==> config.mk <==
export PLATFORM = sky130hd
export DESIGN_NAME = fetch_unit
export DESIGN_NICKNAME = d
export VERILOG_FILES = /design/src/rtl/fetch_unit.sv
export SDC_FILE = /design/constraint.sdc
export NUM_CORES = 1
export LEC_CHECK = 0
export CELL_PAD_IN_SITES_DETAIL_PLACEMENT = 1
export CELL_PAD_IN_SITES_GLOBAL_PLACEMENT = 1
export CORE_UTILIZATION = 33
export CTS_BUF_LIST = sky130_fd_sc_hd__clkbuf_16
export DETAILED_ROUTE_END_ITERATION = 10
export GPL_TIMING_DRIVEN = 0
export PLACE_DENSITY = 0.88
export SYNTH_ARGS = -nofsm -noshare
export SYNTH_HDL_FRONTEND = slang
export SYNTH_SLANG_ARGS = --single-unit
export TNS_END_PERCENT = 50
==> constraint.sdc <==
create_clock -name clk -period 3.2 [get_ports clk]
set_clock_uncertainty 0.15 [all_clocks]
set_input_delay 0.64 -clock clk [delete_from_list [all_inputs] [get_ports clk]]
set_output_delay 0.64 -clock clk [all_outputs]
set_load 0.05 [all_outputs]
==> src/rtl/fetch_unit.sv <==
// Instruction fetch stage: owns the architectural PC, fetches over a req/gnt/rvalid
// handshake and holds the fetched word until the core commits it.
module fetch_unit #(
  parameter logic [31:0] RESET_PC  = 32'h0000_3000,
  parameter logic [31:0] NOP_INSTR = 32'h0000_0000
) (
  input  logic        clk,
  input  logic        rst_n,
  input  logic [31:0] next_pc,
  input  logic        advance,
  input  logic        stall,
  output logic        imem_req,
  output logic [31:0] imem_addr,
  input  logic        imem_gnt,
  input  logic        imem_rvalid,
  input  logic [31:0] imem_rdata,
  output logic [31:0] pc,
  output logic [31:0] instr,
  output logic        instr_valid,
  output logic        fetch_err,
  output logic [31:0] retired
);

  localparam int unsigned XLEN = 32;

  typedef enum logic [2:0] {
    S_BOOT,
    S_REQ,
    S_WAIT,
    S_HOLD,
    S_ERR
  } state_t;

  state_t state;
  state_t state_next;
  logic   commit_c;
  logic   capture_c;

  // Next-state decode; commit and capture strobes steer the datapath registers.
  always_comb begin
    state_next = state;
    commit_c   = 1'b0;
    capture_c  = 1'b0;
    case (state)
      S_BOOT: state_next = S_REQ;
      S_REQ:  if (imem_gnt) state_next = S_WAIT;
      S_WAIT: begin
        if (imem_rvalid) begin
          capture_c  = 1'b1;
          state_next = S_HOLD;
        end
      end
      S_HOLD: begin
        if (advance && !stall) begin
          commit_c   = 1'b1;
          state_next = (next_pc[1:0] == 2'b00) ? S_REQ : S_ERR;
        end
      end
      S_ERR:   state_next = S_ERR;
      default: state_next = S_BOOT;
    endcase
  end

  always_ff @(posedge clk or negedge rst_n) begin
    if (!rst_n) state <= S_BOOT;
    else        state <= state_next;
  end

  // imem_req is registered from the upcoming state so it tracks S_REQ exactly.
  always_ff @(posedge clk or negedge rst_n) begin
    if (!rst_n) begin
      imem_req  <= 1'b0;
      fetch_err <= 1'b0;
    end else begin
      imem_req  <= (state_next == S_REQ);
      fetch_err <= fetch_err | (state_next == S_ERR);
    end
  end

  always_ff @(posedge clk or negedge rst_n) begin
    if (!rst_n) begin
      instr       <= NOP_INSTR;
      instr_valid <= 1'b0;
    end else if (capture_c) begin
      instr       <= imem_rdata;
      instr_valid <= 1'b1;
    end else if (commit_c) begin
      instr       <= NOP_INSTR;
      instr_valid <= 1'b0;
    end
  end

  // PC and retire counter move only on a commit; a misaligned target is kept for debug.
  always_ff @(posedge clk or negedge rst_n) begin
    if (!rst_n) begin
      pc      <= RESET_PC;
      retired <= '0;
    end else if (commit_c) begin
      pc      <= next_pc;
      retired <= retired + XLEN'(1);
    end
  end

  assign imem_addr = pc;

endmodule

### After elaboration in Yosys (flattened, before gate mapping)

Cells that the tools add are included.

| operators by class | value |
|---|---|
| equal/unequal tests | 6 |
| add/subtract/negate cells | 1 |
| mux-type cells | 13 |
| bitwise operators | 1 |
| reductions and logical operators | 5 |

Operators by type and width:

| cell | number |
|---|---|
| $mux 32 | 2 |
| $add 32x1->32 const B | 1 |
| $pmux 3 s5 | 1 |
| $mux 3 | 4 |
| $eq 3x1->1 const B | 2 |
| $eq 3x2->1 const B | 2 |
| $eq 3x3->1 const B | 2 |
| $mux 1 | 6 |
| $logic_not 3->1 | 1 |
| $logic_not 2->1 | 1 |
| $reduce_bool 2->1 | 1 |
| $logic_and 1x1->1 | 1 |
| $logic_not 1->1 | 1 |
| $or 1x1->1 | 1 |

| storage, ports and cells | value |
|---|---|
| logic and storage cells | 33 |
| input bits | 70 |
| bits in registers | 102 |
| output and inout bits | 131 |

### Logic depth before layout (Yosys ltp)

| logic depth | value |
|---|---|
| depth in word-level cells | 6 |
| mapped depth | 6 |

### Worst setup path before layout

Ideal clock, no wire load.

| timing | value |
|---|---|
| path type | register to register |
| start | reg retired[15] |
| end | reg retired[31] |
| period minus slack after synthesis | 2.193 ns |
| buffers on the path | 1 |
| stages on the path, launching flop included | 6 |
| data arrival time | 1.961 ns |
| slack | 1.007 ns |
| data required time | 2.968 ns |
| cells stage by stage | dfrtp_1 -> nand4_2 -> or4_4 -> buf_6 -> nor4_4 -> xor2_1 |

| between the ends | value |
|---|---|
| cells in the longest elaborated chain, start to end | 1 |

RTL lines:

| element | line | text |
|---|---|---|
| start: declaration | 21 | `output logic [31:0] retired` |
| start signal: assignment | 100 | `retired <= retired + XLEN'(1);` |
| $add 32x1->32 | 100 |  |

No other way between the ends.
A chain may end at the register's enable or synchronous reset.

### Final worst setup path

| timing | value |
|---|---|
| start | in stall |
| end | reg pc[26], in the netlist imem_addr[26] |

| between the ends | value |
|---|---|
| cells in the longest elaborated chain, start to end | 4 |

RTL lines:

| element | line | text |
|---|---|---|
| start: declaration | 11 | `input logic stall,` |
| $logic_not 1->1 | 54 | `if (advance && !stall) begin` |
| $logic_and 1x1->1 | 54 |  |
| $mux 1 | 54 |  |
| $mux 1 | 44 | `case (state)` |
| end signal: assignment | 99 | `pc <= next_pc;` |
| end: declaration | 17 | `output logic [31:0] pc,` |

No other way between the ends.

==> flow_metrics.py <==
metrics = {
    "power_and_ir_drop": {
        "p_per_area_mw_per_mm2": 1130,
        "swShare_pct": 48.4,
        "p_total_uw": 7990,
        "combPwrFrac_pct": 57.0,
        "clkPwrFrac_pct": 16.6,
        "internal_power_uw": 4120,
        "max-vdd-ir-drop_uv": 588,
        "p_sw_uw": 3870,
        "leakagePower_uw": 0.00323,
        "seqPwrFrac_pct": 26.3,
    },
    "layout": {
        "num_antenna_cells": 0,
        "fin_nets": 751,
        "fill_cells": 1491,
        "final_common_cell": "clkdlybuf4s50_1",
        "drive_above_1_share_pct": 8.61,
        "fin_area_sq_mm": 0.00706,
        "area_delta_synth_final_pct": 58.7,
        "layout_common_cells": "clkdlybuf4s50_1 (199), nand2_1 (173), dfrtp_1 (100)",
    },
    "setup_path": {
        "crit_family": "buffers and inverters",
        "path_class": "input port to flop",
        "cp_num_buf_inv": 3,
        "crit_chain": "clkdlybuf4s50_1 > and4bb_1 > and2_1 > clkbuf_1 > clkbuf_1 > nand2_1 > nand2_1",
        "cp-end-kind": "flop",
        "max_stage_delay_ns": 0.49,
        "worstSetupStartpointType": "input port",
        "cp_data_required_time_ns": 3.34,
        "path_max_fanout": 10,
        "cpMaxStageDelayCell": "clkbuf_1",
        "crit_arrival_ns": 2.84,
    },
    "clock_tree": {
        "post_cts_resized": 0,
        "cts.sinks": 102,
        "cts_hold_buf": 0,
        "cts-root-buf": "clkbuf_16",
        "clk_pin_slew_ns": 0.07,
        "htree_levels": 3,
        "numCtsBuffers": 9,
        "worstSkewPairLatency_ns": 0.35,
        "clockBufferDepth": 2,
        "cts_setup_buffers": 0,
        "cts_tree": "done",
    },
    "floorplanning": {
        "start_util_pct": 33.7,
        "ios": 201,
        "die-area_sq_mm": 0.0140,
        "rows": 42,
        "die_w_um": 118,
        "fp.dieH_um": 118,
        "coreArea_sq_mm": 0.0132,
    },
    "job": {
        "cap_violations": 0,
    },
    "place": {
        "routabilityCongestion": 0.794,
        "hpwlAfterDp_mm": 11.0,
        "dpl_cell_area_sq_mm": 0.00670,
        "io_buffers": 200,
    },
    "synth": {
        "yosysSeqAreaShare_pct": 57.4,
        "syn-num-nets": 539,
        "synth_top_area_share_pct": 56.2,
        "synth_top_area_cell": "dfrtp_1",
        "synthCells": 468,
        "synthTopCellsByArea": "dfrtp_1 (56%), nand2_1 (15%), buf_4 (5.4%)",
        "ys_ff_latch": 102,
        "avgSynthCellArea_sq_um": 9.51,
        "netlist_area_sq_mm": 0.00445,
        "yosysUniqueCellTypes": 36,
        "synth_warnings": 0,
    },
    "drt": {
        "postRouteAntennaNets": 0,
        "dr.pass1.iters": 4,
        "vias": 4084,
        "remaining_drc_errors": 0,
        "wl_mm": 14.3,
        "drtIter0Drc": 147,
        "routedWlPerCell_um": 16.6,
        "via_per_inst": 4.74,
    },
    "grt": {
        "grt_usage_pct": 21.4,
        "antenna_found_initial": 0,
        "grt_max_degree": 56,
        "grt_pass1_wl_mm": 23.1,
        "grt.overflow.total": 0,
        "grt_pass1_vias": 4453,
    },
    "sta": {
        "hold_violations": 0,
        "max-slew-margin-rel_pct": 51.5,
        "slew_violations": 0,
        "min_period_ns": 2.71,
        "rsz0062_at_grt": "no",
        "fin_setup_tns_ns": 0,
        "tightest_slew_ns": 0.728,
        "max_freq_mhz": 369,
        "fin_hold_ws_ns": 0.200,
        "fin_crit_sh_pct": 84.6,
        "setup_violations": 0,
    },
    "worst_hold_path": {
        "hold_path.class": "input port to async pin",
    },
    "run_status": {
        "status": "finished, final reports clean",
    },
}
-- worst paths after layout --
kind                          startpoint       endpoint  slack [ns]  cells past startpoint
max                                stall  imem_addr[26]        0.49                      7
min                                rst_n    retired[17]        0.20                      1
max reg2reg                     state[2]  imem_addr[26]        0.80                      6
min reg2reg                imem_addr[12]  imem_addr[12]        0.32                      2
max in group asynchronous          rst_n  imem_addr[31]        2.01                      2
min in group clk           imem_addr[12]  imem_addr[12]        0.32                      2
-- metal layers --
layer / wire length, um / vias up / global-route usage [%]
li1: - / 1897 / -
met1: 5520 / 2035 / 23.2
met2: 7500 / 137 / 38.8
met3: 1090 / 15 / 7.12
met4: 192 / 0 / 7.05
met5: 0 / - / 0
-- final cells by class --
type	count	area, sq um	area share, %
flip-flops and latches	102	2550	36.2
repair buffers	201	2030	28.7
multi-input cells	306	1540	21.8
plain buffers	54	330	4.68
clock buffers	9	225	3.19
well taps	176	220	3.12
clock inverters	7	138	1.95
inverters	6	22.5	0.319
-- power by group through the flow --
| stage | sequential (uW) | clock (uW) | combinational [uW] |
|---|---|---|---|
| after floorplan | 3570 | 0 | 1460 |
| after global placement | 2080 | 0 | 4470 |
| after detailed placement | 2120 | 0 | 4590 |
| after CTS | 2110 | 1370 | 4600 |
| after global routing | 2160 | 1420 | 4750 |
| final | 2100 | 1330 | 4560 |
-- cell usage after synthesis --
cell type  instances
or4_4              1
nor3_1             9
nor2b_1            1
a211oi_1           1
nand3b_1           1
xnor2_1           11
a22oi_1            1
and4_2             1
nor3_2             1
a22o_1             1
nor4_1             4
o21ai_0           32
o22ai_1            1
nand2_1          173
nor4_4             1
a21oi_1            2
inv_1              6
a31oi_1            1
or2_2              2
a21o_1             1
nand4_1           10
nor2_1             9
buf_4             32
and3_1             2
and2_1             3
and4_1             5
dfrtp_1          100
nand4_2            1
dfstp_2            2
clkbuf_1          21
buf_6              1
nor4b_1            1
xor2_1            20
and4bb_1           1
ha_1               1
nand3_1            8
-- sequential cells by signal, summed over array words and instances (netlist names) --
signal and flops:
retired 32, fetch_err 1, imem_addr 32, instr_valid 1, imem_req 1, instr 32
state 3
-- worst register-to-register path, cell delays in order, from the launching register on --
cell and delay [ns]:
dfrtp_1 0.43, and4bb_1 0.46, and2_1 0.18, clkbuf_1 0.38
clkbuf_1 0.49, nand2_1 0.16, nand2_1 0.09
-- cell families (layout without fill, tap and decap cells) --
group                    count (synthesis)  after routing  share of synthesized area (%)
AO/OA/AOI/OAI                           40             40                           4.81
buffers and inverters                   60            277                           7.93
adder cells (fa/ha/maj)                  1              1                          0.281
flip-flops                             102            102                           57.4
AND/OR/NAND/NOR                        234            234                           23.5
XOR/XNOR                                31             31                           6.10
-- through the flow --
stage	utilization (%)	instances	worst slack, ns
global route	53.5	861	0.285
floorplan	-	468	1.01
global placement	50.6	844	-2.53
finish	53.5	861	0.493
detailed placement	50.8	845	0.0910
CTS	53.5	861	0.447
Note: power is estimated with default switching activity, not from simulation.
